===== src/rtl/led_flash_multi.sv =====
// Multi-channel LED driver: each channel runs OFF, ON, BLINK (programmable half-period)
// or PWM (programmable duty). Out of reset every channel blinks at 1 Hz from 27 MHz.
module led_flash_multi #(
    parameter int unsigned          CHANNELS     = 4,
    parameter int unsigned          CNT_WIDTH    = 24,
    parameter int unsigned          PWM_WIDTH    = 8,
    parameter logic [CNT_WIDTH-1:0] DEFAULT_HALF = 24'd13_499_999
) (
    input  logic                 Clock,
    input  logic                 Reset,
    input  logic                 cfg_we,
    input  logic [3:0]           cfg_ch,
    input  logic [1:0]           cfg_mode,
    input  logic [CNT_WIDTH-1:0] cfg_half_period,
    input  logic [PWM_WIDTH-1:0] cfg_duty,
    input  logic                 sync_pulse,
    output logic [CHANNELS-1:0]  IO_voltage,
    output logic [CHANNELS-1:0]  toggle_pulse
);

    typedef enum logic [1:0] {
        MODE_OFF   = 2'd0,
        MODE_ON    = 2'd1,
        MODE_BLINK = 2'd2,
        MODE_PWM   = 2'd3
    } mode_e;

    // Shared PWM timebase, free-running so all PWM channels stay phase-locked.
    logic [PWM_WIDTH-1:0] pwm_cnt_q;
    logic [PWM_WIDTH-1:0] pwm_cnt_d;

    always_comb begin
        pwm_cnt_d = pwm_cnt_q + 1'b1;
    end

    // NOTE: sequential state uses non-blocking assignments so every register
    // samples the pre-edge values and the block order never matters.
    always_ff @(posedge Clock) begin
        if (Reset) begin
            pwm_cnt_q <= '0;
        end else begin
            pwm_cnt_q <= pwm_cnt_d;
        end
    end

    for (genvar g = 0; g < CHANNELS; g++) begin : g_ch
        // Channel indices above CHANNELS-1 never match, so those writes drop silently.
        localparam logic [3:0] CH_IDX = 4'(g);

        mode_e                mode_q, mode_d;
        logic [CNT_WIDTH-1:0] half_q, half_d;
        logic [PWM_WIDTH-1:0] duty_q, duty_d;
        logic [CNT_WIDTH-1:0] cnt_q,  cnt_d;
        logic                 out_q,  out_d;
        logic                 tog_q,  tog_d;
        logic                 cfg_hit;

        assign cfg_hit = cfg_we && (cfg_ch == CH_IDX);

        // NOTE: every _d gets a hold/default value first, so no path through
        // this block can leave a signal unassigned and infer a latch.
        always_comb begin
            mode_d = mode_q;
            half_d = half_q;
            duty_d = duty_q;
            cnt_d  = cnt_q;
            out_d  = out_q;
            tog_d  = 1'b0;

            if (cfg_hit) begin
                mode_d = mode_e'(cfg_mode);
                half_d = cfg_half_period;
                duty_d = cfg_duty;
                cnt_d  = '0;
                out_d  = 1'b0;
            end else if (sync_pulse && (mode_q == MODE_BLINK)) begin
                cnt_d = '0;
                out_d = 1'b0;
            end else begin
                case (mode_q)
                    MODE_OFF: begin
                        cnt_d = '0;
                        out_d = 1'b0;
                    end
                    MODE_ON: begin
                        cnt_d = '0;
                        out_d = 1'b1;
                    end
                    MODE_BLINK: begin
                        // >= rather than == so a half lowered below cnt still wraps.
                        if (cnt_q >= half_q) begin
                            cnt_d = '0;
                            out_d = ~out_q;
                            tog_d = 1'b1;
                        end else begin
                            cnt_d = cnt_q + 1'b1;
                        end
                    end
                    MODE_PWM: begin
                        cnt_d = '0;
                        out_d = (pwm_cnt_q < duty_q);
                    end
                    default: begin
                        cnt_d = '0;
                        out_d = 1'b0;
                    end
                endcase
            end
        end

        // NOTE: the configuration registers are reset as well, because the
        // reset state itself (BLINK at DEFAULT_HALF) is the default behaviour.
        always_ff @(posedge Clock) begin
            if (Reset) begin
                mode_q <= MODE_BLINK;
                half_q <= DEFAULT_HALF;
                duty_q <= '0;
                cnt_q  <= '0;
                out_q  <= 1'b0;
                tog_q  <= 1'b0;
            end else begin
                mode_q <= mode_d;
                half_q <= half_d;
                duty_q <= duty_d;
                cnt_q  <= cnt_d;
                out_q  <= out_d;
                tog_q  <= tog_d;
            end
        end

        assign IO_voltage[g]   = out_q;
        assign toggle_pulse[g] = tog_q;
    end

endmodule


===== config.mk =====
export PLATFORM = sky130hd
export DESIGN_NAME = led_flash_multi
export DESIGN_NICKNAME = d
export VERILOG_FILES = /design/src/rtl/led_flash_multi.sv
export SDC_FILE = /design/constraint.sdc
export NUM_CORES = 1
export LEC_CHECK = 0
export ABC_AREA = 1
export BUFFER_PORTS_ARGS = -buffer_cell sky130_fd_sc_hd__buf_4
export CAP_MARGIN = 0
export CORE_AREA = 2 2 186 188
export CTS_CLUSTER_DIAMETER = 80
export DETAILED_ROUTE_END_ITERATION = 8
export DIE_AREA = 0 0 188 190
export GPL_TIMING_DRIVEN = 0
export PLACE_DENSITY_LB_ADDON = 0.08
export SLEW_MARGIN = 20
export SYNTH_ARGS = -nofsm -noshare
export SYNTH_HDL_FRONTEND = slang
export SYNTH_SLANG_ARGS = --single-unit

===== constraint.sdc =====
create_clock -name Clock -period 4 [get_ports Clock]
set_input_delay 0.6 -clock Clock [delete_from_list [all_inputs] [get_ports Clock]]
set_output_delay 0.6 -clock Clock [all_outputs]
set_load 0.02 [all_outputs]

After elaboration in Yosys (flattened, before gate mapping)
Index checks and enable logic that the tools add are counted.
{"block": "word_totals", "reg_bits": 248, "mem_bits_ro": 0, "ram_bits": 0, "n_memories": 0, "latchBits": 0, "output_inout_bits": 8}
{"block": "op_classes", "eq_ne": 19, "shifts": 0, "mul": 0, "n_mux": 20, "bitwise": 8, "reduce_logical": 25, "n_addsub": 5, "n_lt_le_gt_ge": 8, "div": 0}
{"op": "one-hot mux 24 bit (2 select lines)", "n": 4}
{"op": "adder 24 x 1 -> 24 bit, second input constant", "n": 4}
{"op": "greater-or-equal comparator 24 bit", "n": 4}
{"op": "two-way mux 24 bit", "n": 4}
{"op": "less-than comparator 8 bit", "n": 4}
{"op": "OR reduction 3 bit", "n": 8}
{"op": "equality test 2 bit, second input constant", "n": 8}
{"op": "one-hot mux 1 bit (4 select lines)", "n": 4}
{"op": "OR reduction 4 bit", "n": 4}
{"op": "adder 8 x 1 -> 8 bit, second input constant", "n": 1}
{"op": "equality test 2 x 1 -> 1 bit, second input constant", "n": 4}
{"op": "equality test 4 x 2 -> 1 bit, second input constant", "n": 2}
{"op": "logical AND 1 bit", "n": 8}
{"op": "zero test 2 bit", "n": 4}
{"op": "two-way mux 1 bit", "n": 8}
{"op": "inequality test 2 x 1 -> 1 bit, second input constant", "n": 4}
{"op": "NOT 1 bit", "n": 8}
{"op": "equality test 4 x 1 -> 1 bit, second input constant", "n": 1}
{"op": "zero test 4 bit", "n": 1}

Logic depth before layout (Yosys ltp)
{"block": "logic_depth", "word_depth": 3, "mapped_depth": 15}

Worst setup path after synthesis
Ideal clock, no wire load.
{"block": "synth_path", "path_type": "reg-to-reg", "startpoint": "reg g_ch[2].cnt_q[15]", "endpoint": "reg g_ch[2].cnt_q[14]", "arrival_ns": 1.563, "required_time_ns": 3.930, "path_slack_ns": 2.368, "path_stages_with_launch": 9, "synth_period_minus_slack_ns": 1.632, "cell_sequence": "dfxtp_1 > ha_1 > a21o_1 > nor2_1 > nand2_1 > a21oi_2 > nand4_2 > buf_2 > a21oi_1"}
{"block": "synth_between", "elab_chain_cells": 3}
{"item": "start: declaration", "line_no": "53", "source": "logic [CNT_WIDTH-1:0] cnt_q, cnt_d;"}
{"item": "start signal: assignment", "line_no": "125", "source": "cnt_q <= cnt_d;"}
{"item": "greater-or-equal comparator 24 bit", "line_no": "91", "source": "if (cnt_q >= half_q) begin"}
{"item": "two-way mux 24 bit", "line_no": "91"}
{"item": "one-hot mux 24 bit (2 select lines)", "line_no": "80", "source": "case (mode_q)"}
No other way between the ends.
A chain may end at the register's enable or synchronous reset.

Final worst setup path
{"block": "layout_path", "startpoint": "reg g_ch[1].cnt_q[15]", "endpoint": "reg g_ch[1].cnt_q[23]"}
{"block": "layout_between", "elab_chain_cells": 3}
{"item": "start: declaration", "line_no": "53"}
{"item": "start signal: assignment", "line_no": "125"}
{"item": "adder 24 x 1 -> 24 bit or greater-or-equal comparator 24 bit (tied branches)", "line_no": "96, 91"}
{"item": "two-way mux 24 bit (*)", "line_no": "91"}
{"item": "one-hot mux 24 bit (2 select lines) (*)", "line_no": "80"}
Mark *: on every way between the ends. The rest lies on a longest branch, timed or not.

==> impl_metrics.py <==
metrics = {
    "yosys": {
        "ys_seq_area_frac": 0.3732,
        "yosysUniqueCellTypes": 41,
        "syn-num-nets": 1968,
        "syn_inst": 1797,
        "synth_top_family_by_area": "simple AND/OR/NAND/NOR gates",
        "synth_mux_area_frac": 0,
        "synthFlopType": "dfxtp_1",
        "ys_ff_latch": 248,
        "synthAdderAreaFrac": 0.1213,
        "synthArstFlopShare": 0,
        "syn_avg_cell_area_um2": 7.402,
        "netlist_area_um2": 13300,
        "synth_compound_area_frac": 0.1326,
        "synthSimpleGateAreaFrac": 0.2303,
        "synth_edf_count": 0,
        "synth_xor_area_frac": 0.04543,
        "yosys_warnings": 0,
    },
    "min_path": {
        "whs_endpoint": "g_ch[1].duty_q[0]",
        "whs_path_depth": 3,
        "min-delay-start": "cfg_duty[0]",
        "hold_class": "primary input to flop",
    },
    "final_layout": {
        "diodes": 0,
        "synthToLayoutAreaGrowth_pct": 13.55,
        "drive_gt1_frac": 0.09302,
        "layout.cells.non_filler": 2347,
        "fin_nets": 2045,
    },
    "clock_network": {
        "ctsLongestPathBuffers": 3,
        "cts_buffers": 28,
        "cts_setup_buffers": 0,
        "hold_buffers": 0,
        "clock-sinks": 248,
        "cts_tree": "built",
        "cts-root-buf": "clkbuf_16",
        "clk_pin_slew_ps": 60,
        "cts_resized": 0,
        "htreeDepth": 1,
        "clk_latency_ps": 550,
    },
    "grt": {
        "antenna_found_initial": 0,
        "grt_max_degree": 14,
        "grt_pass1_vias": 10749,
        "gr-total-overflow": 0,
        "grt_usage": 0.2102,
        "grt_pass1_wl_um": 58890,
    },
    "placed_design": {
        "dp_slack_ps": 1603,
        "routabilityCongestion": 0.8686,
        "place_inst": 2299,
        "hpwl_um": 28610,
        "port_buffers": 47,
    },
    "power_and_ir_drop": {
        "p_leak_nw": 7.143,
        "powerDensity_nw_per_um2": 355.4,
        "power_mw": 5.369,
        "ir_drop_v": 0.0002991,
    },
    "route": {
        "antenna_left": 0,
        "first_pass_iters": 5,
        "drcViolationCount": 0,
        "drtIter0Drc": 637,
        "postRouteWirelength_um": 37270,
        "drt-vias-per-instance": 4.864,
        "wl_per_cell_um": 15.88,
        "vias": 11415,
    },
    "timing": {
        "setup_tns_ps": 0,
        "period_needed_ps": 2080,
        "rsz0062_at_grt": "false",
        "finalCritPeriodShare": 0.5201,
        "finClkSkew_ps": 9.885,
        "fmax_mhz": 480.7,
        "hold-worst-slack_ps": 364.8,
        "slew-limit-headroom": 0.5695,
        "tightestPinTransition_ps": 645.7,
        "finalWorstSetupSlack_ps": 1920,
        "setup_viol": 0,
        "slew_violations": 0,
        "hold_viol_final": 0,
    },
    "critical_path": {
        "cp_max_fo": 10,
        "rrSetupSlack_ps": 1920,
        "cp-end-kind": "flop",
        "crit_type": "flop to flop",
        "crit_required_ps": 4420,
        "rr_worst_depth": 9,
        "reg2reg_from": "g_ch[1].cnt_q[15]",
        "rr_endpoint": "g_ch[1].cnt_q[23]",
        "crit_arrival_ps": 2500,
        "crit_path_start_kind": "flop",
    },
    "floorplanning": {
        "die_h_um": 190,
        "dieWidth_um": 188,
        "io_pins": 50,
        "core_area_um2": 33950,
        "rows": 68,
        "start_util": 0.3918,
        "dieArea_um2": 35720,
    },
    "flow_run": {
        "maxCapViolations": 0,
    },
    "status": {
        "status": "complete, no violations",
    },
}
[state kept, by name, indices dropped and copies added, names as in the netlist]
register     cells
g_ch.cnt_q      96
g_ch.half_q     96
g_ch.duty_q     32
g_ch.mode_q      8
pwm_cnt_q        8
g_ch.out_q       4
g_ch.tog_q       4
[metal layers]
layer	track usage	up-vias	wire length [µm]
li1	-	5940	-
met1	0.2814	5230	18050
met2	0.3572	182	16920
met3	0.02048	63	1180
met4	0.06572	0	1114
met5	0	-	0
[worst max-delay path, stage by stage, from the launching register on]
cell and delay (ps):
dfxtp_1 370, ha_1 320, nand2_1 70, nor2_1 160, nand4_1 120, nor2_1 190
nand2_1 150, nand4_2 210, buf_2 280, nor2_1 80
[metrics by stage]
step                      instance area [µm²]  utilization
after floorplan                         13300            -
after global placement                  14220       0.4190
after detailed placement                14220       0.4190
after CTS                               15100       0.4449
after global routing                    15100       0.4449
final                                   15100       0.4449
[cell usage after synthesis (4+ instances only)]
master	n	area, µm²
nand2_1	321	1205
inv_1	258	968.4
dfxtp_1	248	4965
nor2_1	210	788.3
a21oi_1	183	915.9
ha_1	129	1614
o21ai_0	112	560.5
nand3_1	53	265.3
xor2_1	46	402.9
nand4_1	34	212.7
clkbuf_1	28	105.1
xnor2_1	23	201.4
buf_2	21	105.1
nor3_1	17	85.08
o211ai_1	17	127.6
nor3_2	9	90.09
a21o_1	8	60.06
buf_4	8	60.06
or2_2	8	50.05
inv_2	7	26.28
nand2_2	6	37.54
nor2_2	6	37.54
nand3_2	5	50.05
nor2_4	4	45.04
o21a_1	4	30.03
[cells by family after synthesis]
kind of cell | Yosys count
fa+ha+maj | 129
xor+xnor | 69
compound gates | 332
simple gates | 694
flops | 248
buf+inv | 325
[worst max path at each step]
stage                                 start                 to  cells past startpoint  slack, ps
after floorplan           g_ch[2].cnt_q[15]  g_ch[2].cnt_q[14]                      8       2370
after global placement                Reset  g_ch[1].cnt_q[23]                      7       1590
after detailed placement              Reset  g_ch[0].cnt_q[16]                      7       1600
after CTS                 g_ch[0].cnt_q[15]  g_ch[0].cnt_q[16]                      8       1850
after global routing       g_ch[0].cnt_q[3]  g_ch[0].cnt_q[14]                     11       1740
final                     g_ch[1].cnt_q[15]  g_ch[1].cnt_q[23]                      9       1920
[placed cells by master (no fill, tap or decap), types with 2 or more instances in the layout]
| master | count |
|---|---|
| nand2_1 | 321 |
| inv_1 | 258 |
| dfxtp_1 | 248 |
| nor2_1 | 210 |
| a21oi_1 | 183 |
| ha_1 | 129 |
| o21ai_0 | 112 |
| buf_4 | 55 |
| nand3_1 | 53 |
| xor2_1 | 46 |
| clkbuf_1 | 35 |
| nand4_1 | 34 |
| clkbuf_16 | 29 |
| xnor2_1 | 23 |
| buf_2 | 21 |
| nor3_1 | 17 |
| o211ai_1 | 17 |
| nor3_2 | 9 |
| a21o_1 | 8 |
| or2_2 | 8 |
| inv_2 | 7 |
| nor2_2 | 6 |
| nand2_2 | 6 |
| clkinv_2 | 6 |
| nand3_2 | 5 |
| clkbuf_8 | 5 |
| nor2_4 | 4 |
| o21a_1 | 4 |
| a21oi_2 | 3 |
| nor3_4 | 3 |
| or2_1 | 3 |
| o21bai_1 | 3 |
| nand4_2 | 3 |
| nor4_1 | 3 |
| nand3b_1 | 3 |
| buf_6 | 2 |
| or2_0 | 2 |
[layout make-up]
type | count | area [µm²]
tap | 455 | 569.3
clock inverter | 7 | 60.06
timing repair buffer | 47 | 352.8
buffer | 59 | 292.8
inverter | 266 | 998.5
clock buffer | 41 | 820.8
multi-input combinational | 1224 | 7046
sequential | 248 | 4965
fill | 3471 | 18840
[where the power goes]
part	internal (mW)	switching, mW
Combinational	0.108	0.224
Sequential	2.51	0.0204
Clock	1.47	1.04
Total	4.09	1.28
(Power assumes the default switching activity.)
